**config.mk**
```make
export PLATFORM = sky130hd
export DESIGN_NAME = program_loader
export DESIGN_NICKNAME = d
export VERILOG_FILES = /design/src/rtl/program_loader.sv
export SDC_FILE = /design/constraint.sdc
export NUM_CORES = 1
export LEC_CHECK = 0
export BUFFER_PORTS_ARGS = -buffer_cell sky130_fd_sc_hd__buf_2
export CAP_MARGIN = 10
export CORE_ASPECT_RATIO = 0.8
export CORE_MARGIN = 5
export CORE_UTILIZATION = 50
export CTS_CLUSTER_SIZE = 20
export DETAILED_ROUTE_END_ITERATION = 10
export GPL_TIMING_DRIVEN = 0
export HOLD_SLACK_MARGIN = 0.15
export PLACE_DENSITY = 0.78
export SETUP_SLACK_MARGIN = 0.1
export SYNTH_ARGS = -nofsm -noshare
export SYNTH_HDL_FRONTEND = slang
export SYNTH_SLANG_ARGS = --single-unit
```
**constraint.sdc**
```tcl
create_clock -name clk -period 4.24 [get_ports clk]
set_input_delay 0.848 -clock clk [delete_from_list [all_inputs] [get_ports clk]]
set_output_delay 0.848 -clock clk [all_outputs]
set_load 0.01 [all_outputs]
```
**src/rtl/program_loader.sv**
```systemverilog
// Boot loader write side: turns framed bytes (SYNC, addr, len, payload, checksum)
// into byte writes and holds the CPU while a frame is in flight.
//   state  | meaning
//   IDLE   | hunting for SYNC_BYTE, other bytes dropped
//   ADDR   | next byte is the start address
//   LEN    | next byte is the payload length (0 = 256)
//   DATA   | each byte becomes one memory write
//   CHK    | next byte is the checksum
//   DONE   | one-cycle done pulse, CPU released
//   ERR    | one-cycle error pulse (bad checksum or timeout), CPU released
module program_loader #(
  parameter logic [7:0]  SYNC_BYTE = 8'hA5,
  parameter int unsigned TIMEOUT   = 1023
) (
  input  logic       clk,
  input  logic       rst,
  input  logic [7:0] in_data,
  input  logic       in_valid,
  output logic       in_ready,
  output logic [7:0] mem_addr,
  output logic [7:0] mem_wdata,
  output logic       mem_write,
  output logic       cpu_hold,
  output logic       done,
  output logic       error
);

  // Down-counter holds the idle cycles still tolerated; zero with no accept means expiry.
  localparam int unsigned       TMR_W    = (TIMEOUT < 2) ? 1 : $clog2(TIMEOUT);
  localparam logic [TMR_W-1:0]  TMR_LOAD = TMR_W'(TIMEOUT - 1);

  typedef enum logic [2:0] {
    S_IDLE,
    S_ADDR,
    S_LEN,
    S_DATA,
    S_CHK,
    S_DONE,
    S_ERR
  } state_t;

  state_t           state_q, state_d;
  logic [7:0]       addr_q, addr_d;
  logic [7:0]       remaining_q, remaining_d;
  logic [7:0]       sum_q, sum_d;
  logic [TMR_W-1:0] tmr_q, tmr_d;
  logic             in_ready_q, in_ready_d;
  logic [7:0]       mem_addr_q, mem_addr_d;
  logic [7:0]       mem_wdata_q, mem_wdata_d;
  logic             mem_write_q, mem_write_d;
  logic             cpu_hold_q, cpu_hold_d;
  logic             done_q, done_d;
  logic             error_q, error_d;

  logic             accept;
  logic             in_frame;
  logic             go_done;
  logic             go_err;
  logic [7:0]       chk_sum;

  always_comb begin
    state_d     = state_q;
    addr_d      = addr_q;
    remaining_d = remaining_q;
    sum_d       = sum_q;
    tmr_d       = tmr_q;
    in_ready_d  = in_ready_q;
    mem_addr_d  = mem_addr_q;
    mem_wdata_d = mem_wdata_q;
    mem_write_d = 1'b0;
    cpu_hold_d  = cpu_hold_q;
    done_d      = 1'b0;
    error_d     = 1'b0;
    go_done     = 1'b0;
    go_err      = 1'b0;

    accept   = in_valid && in_ready_q;
    in_frame = (state_q == S_ADDR) || (state_q == S_LEN) ||
               (state_q == S_DATA) || (state_q == S_CHK);
    chk_sum  = sum_q + in_data;

    if (in_frame) begin
      if (accept) begin
        tmr_d = TMR_LOAD;
      end else if (tmr_q == '0) begin
        go_err = 1'b1;
      end else begin
        tmr_d = tmr_q - TMR_W'(1);
      end
    end

    case (state_q)
      S_IDLE: begin
        in_ready_d = 1'b1;
        tmr_d      = '0;
        if (accept && in_data == SYNC_BYTE) begin
          state_d    = S_ADDR;
          cpu_hold_d = 1'b1;
          sum_d      = 8'h00;
          tmr_d      = TMR_LOAD;
        end
      end
      S_ADDR: begin
        if (accept) begin
          addr_d  = in_data;
          sum_d   = in_data;
          state_d = S_LEN;
        end
      end
      S_LEN: begin
        if (accept) begin
          remaining_d = in_data;
          sum_d       = chk_sum;
          state_d     = S_DATA;
        end
      end
      S_DATA: begin
        if (accept) begin
          mem_addr_d  = addr_q;
          mem_wdata_d = in_data;
          mem_write_d = 1'b1;
          addr_d      = addr_q + 8'd1;
          sum_d       = chk_sum;
          remaining_d = remaining_q - 8'd1;
          // remaining of 0 decrements to 255, so a length byte of 0 yields 256 writes
          if (remaining_q == 8'd1) begin
            state_d = S_CHK;
          end
        end
      end
      S_CHK: begin
        if (accept) begin
          if (chk_sum == 8'h00) begin
            go_done = 1'b1;
          end else begin
            go_err = 1'b1;
          end
        end
      end
      S_DONE, S_ERR: begin
        state_d    = S_IDLE;
        in_ready_d = 1'b1;
        tmr_d      = '0;
      end
      default: begin
        state_d    = S_IDLE;
        in_ready_d = 1'b1;
        cpu_hold_d = 1'b0;
        tmr_d      = '0;
      end
    endcase

    if (go_done) begin
      state_d    = S_DONE;
      in_ready_d = 1'b0;
      cpu_hold_d = 1'b0;
      done_d     = 1'b1;
      tmr_d      = '0;
    end else if (go_err) begin
      state_d    = S_ERR;
      in_ready_d = 1'b0;
      cpu_hold_d = 1'b0;
      error_d    = 1'b1;
      tmr_d      = '0;
    end
  end

  always_ff @(posedge clk) begin
    if (rst) begin
      state_q     <= S_IDLE;
      addr_q      <= 8'h00;
      remaining_q <= 8'h00;
      sum_q       <= 8'h00;
      tmr_q       <= '0;
      in_ready_q  <= 1'b0;
      mem_addr_q  <= 8'h00;
      mem_wdata_q <= 8'h00;
      mem_write_q <= 1'b0;
      cpu_hold_q  <= 1'b0;
      done_q      <= 1'b0;
      error_q     <= 1'b0;
    end else begin
      state_q     <= state_d;
      addr_q      <= addr_d;
      remaining_q <= remaining_d;
      sum_q       <= sum_d;
      tmr_q       <= tmr_d;
      in_ready_q  <= in_ready_d;
      mem_addr_q  <= mem_addr_d;
      mem_wdata_q <= mem_wdata_d;
      mem_write_q <= mem_write_d;
      cpu_hold_q  <= cpu_hold_d;
      done_q      <= done_d;
      error_q     <= error_d;
    end
  end

  assign in_ready  = in_ready_q;
  assign mem_addr  = mem_addr_q;
  assign mem_wdata = mem_wdata_q;
  assign mem_write = mem_write_q;
  assign cpu_hold  = cpu_hold_q;
  assign done      = done_q;
  assign error     = error_q;

endmodule

```
==> flow_summary_export.csv <==
group,metric,value,unit
status,status,"finished, final reports clean",
setup_path,r2r_start,"sum_q[0]",
setup_path,cp_max_fo,6,
sta,final-hold-violation-count,0,
sta,slew_headroom,63.9,%
placed_design,placed_area,3550,um^2
yosys,synth.area.mux_share,0.646,%
setup_path,slowest_stage,"fa_1",
yosys,ys_warn_count,0,
sta,fin_tns_setup,0,ns
placed_design,pre_cts_ws,1.16,ns
sta,finalWorstSetupSlack,1.50,ns
route,drt_iter0_drc,258,
yosys,synth-seq-area-share,35.3,%
route,wirelength,8490,um
finish,final_common_cell,"nand2_1",
sta,worst_pin_slew,0.541,ns
flow_run,maxCapViolCount,0,
floorplan,initial_core_util,51.4,%
hold_path,hp-start,"mem_addr[5]",
sta,rsz0062_at_grt,"false",
setup_path,cp_cell_sequence,"buf_2, ha_1, inv_1, fa_1, nor2b_1, o31a_1, o211ai_1, nor4b_2, and3_1, nor3_1",
clock_network,clock-root-buffer,"clkbuf_8",
setup_path,end_kind,"flop",
yosys,synthSimpleGateAreaFrac,28.5,%
setup_path,cp-start-kind,"input pin",
clock_network,cts_tree,"yes",
floorplan,rows,26,
setup_path,arrival,2.95,ns
yosys,netlist_instances,428,
clock_network,hold_buffers,0,
finish,fill_cells,610,
route,route.detailed.drc,0,
floorplan,floorplan.die_area,8320,um^2
setup_path,critPathMaxStageDelay,0.39,ns
grt,grt_start_max_net_pins,11,
placed_design,gp_congestion,0.912,
yosys,syn-num-nets,452,
sta,fin_skew,0.00994,ns
yosys,synth.lib_cells_used.distinct,64,
clock_network,path_clk_slew,0.06,ns
clock_network,cts_max_path_buffers,2,
route,ant_nets,0,
clock_network,ctsHtreeMaxLevel,3,
clock_network,postCtsSetupBuffers,0,
route,wl_per_cell,15.2,um
power_and_ir_drop,power_density,531,nW/um^2
finish,final_area,3760,um^2
route,vias_per_cell,5.76,
clock_network,numClockSinks,58,
grt,grt.total_usage,21.4,%
yosys,synth_xor_area_share,2.66,%
finish,final_cell_mix,"nand2_1, dfxtp_1, a21oi_1",
power_and_ir_drop,peakVddDrop,0.000249,V
setup_path,crit_start,"in_data[0]",
placed_design,dpl.hpwl,6170,um
clock_network,clock_latency,0.35,ns
floorplan,die_w,101,um
yosys,synth.ff_latch_count,58,
route,drtPass1Iterations,5,
sta,period_needed,2.74,ns
hold_path,min_path_type,"reg2reg",
yosys,synth-edff-count,0,
route,vias,3216,
finish,multi_input_area,1950,um^2
yosys,synth_area,3290,um^2
grt,antenna_found_initial,0,
yosys,ys_async_sr_fraction,0,%
sta,period_share,64.7,%
yosys,yosys.area_share.adder,5.17,%
yosys,synth_compound_area_share,22.2,%
setup_path,critPathRequiredTime,4.45,ns
floorplan,io_pins,32,
power_and_ir_drop,p_leak,1.44,nW
floorplan,core_area,6410,um^2
floorplan,die_y,82.6,um
finish,seq_area,1160,um^2
sta,max_freq,365,MHz
placed_design,port_buffers,31,
clock_network,ctsResizeCount,0,
grt,grt_overflow,0,
sta,setup_viol_count_final,0,
setup_path,worstSetupPathType,"in2reg",
finish,nets,494,
yosys,synth_top_family_by_area,"simple AND/OR/NAND/NOR gates",
yosys,synth_area_per_cell,7.69,um^2
grt,grt_pass1_wl,14000,um
sta,maxSlewViolCount,0,
grt,grt_pass1_vias,2910,
finish,area_growth,14.2,%
finish,diodes,0,
finish,final_layout_size_suffix_gt1_share,15.2,%
clock_network,cts_made_buffers,9,
yosys,ys.flop_type,"dfxtp_1",
==> Yosys cell counts (5+ instances only) <==
master,n,area (um^2)
nor2b_1,5,31.3
nand2_1,78,293
nor3_1,5,25.0
xor2_1,6,52.6
a22oi_1,5,37.5
dfxtp_1,58,1160
nor2_1,47,176
o21ai_0,30,150
inv_1,10,37.5
ha_1,12,150
nand3_1,12,60.1
and3_1,6,37.5
a31oi_1,5,31.3
clkbuf_1,12,45.0
a21oi_1,54,270
==> power by group <==
group          internal (W)  leakage [nW]  switching (W)
Clock              0.000324         0.105       0.000228
Sequential         0.000605         0.469      0.0000472
Combinational      0.000323         0.865       0.000467
Total               0.00125          1.44       0.000743
==> critical path: cells and delay by family <==
family | cells | cell delay [ns]
adder cells (fa/ha/maj) | 2 | 0.62
AO/OA/AOI/OAI | 2 | 0.33
AND/OR/NAND/NOR | 4 | 0.93
buffers and inverters | 2 | 0.22
==> final cells by class <==
class | instances | share of cell area (%)
clock buffer | 9 | 3.30
multi-input combinational | 337 | 51.8
inverter | 10 | 0.999
clock inverter | 6 | 2.20
sequential | 58 | 30.9
buffer | 23 | 3.93
timing repair buffer | 31 | 4.13
tap | 84 | 2.80
==> cell families (layout without fill, tap and decap cells) <==
logic type,Yosys count,count (layout)
compound gates,123,123
xor+xnor,10,10
fa+ha+maj,13,13
buf+inv,33,79
flops,58,58
mux,2,2
simple gates,189,189
==> layer usage <==
layer | GRT usage [%] | wire, um | up-vias
li1 | - | - | 1588
met1 | 29.3 | 3910 | 1480
met2 | 33.0 | 3640 | 136
met3 | 5.96 | 845 | 12
met4 | 6.06 | 90 | 0
met5 | 0 | 0 | -
==> through the flow <==
step | hold WS (ns) | util (%) | instances | total power [W]
after floorplan | 0.423 | - | 428 | 0.00127
after detailed placement | 0.445 | 55.4 | 543 | 0.00143
after global placement | 0.439 | 55.4 | 543 | 0.00142
after global routing | 0.466 | 58.6 | 558 | 0.00212
after CTS | 0.454 | 58.6 | 558 | 0.00199
final | 0.449 | 58.6 | 558 | 0.00199
==> state kept, by name, summed over array words and instances (netlist names) <==
signal,cells
done,1
mem_write,1
state_q,3
in_ready,1
mem_addr,8
tmr_q,10
cpu_hold,1
mem_wdata,8
remaining_q,8
sum_q,8
addr_q,8
error,1
==> path summary, 6_finish.rpt <==
check / endpoint / slack, ns / cells past startpoint
setup / recovery: state_q[1] / 1.50 / 10
hold reg to reg: mem_addr[5] / 0.45 / 2
hold / removal: mem_addr[5] / 0.45 / 2
setup reg to reg: state_q[1] / 1.84 / 9
Note: power is estimated with default switching activity, not from simulation.
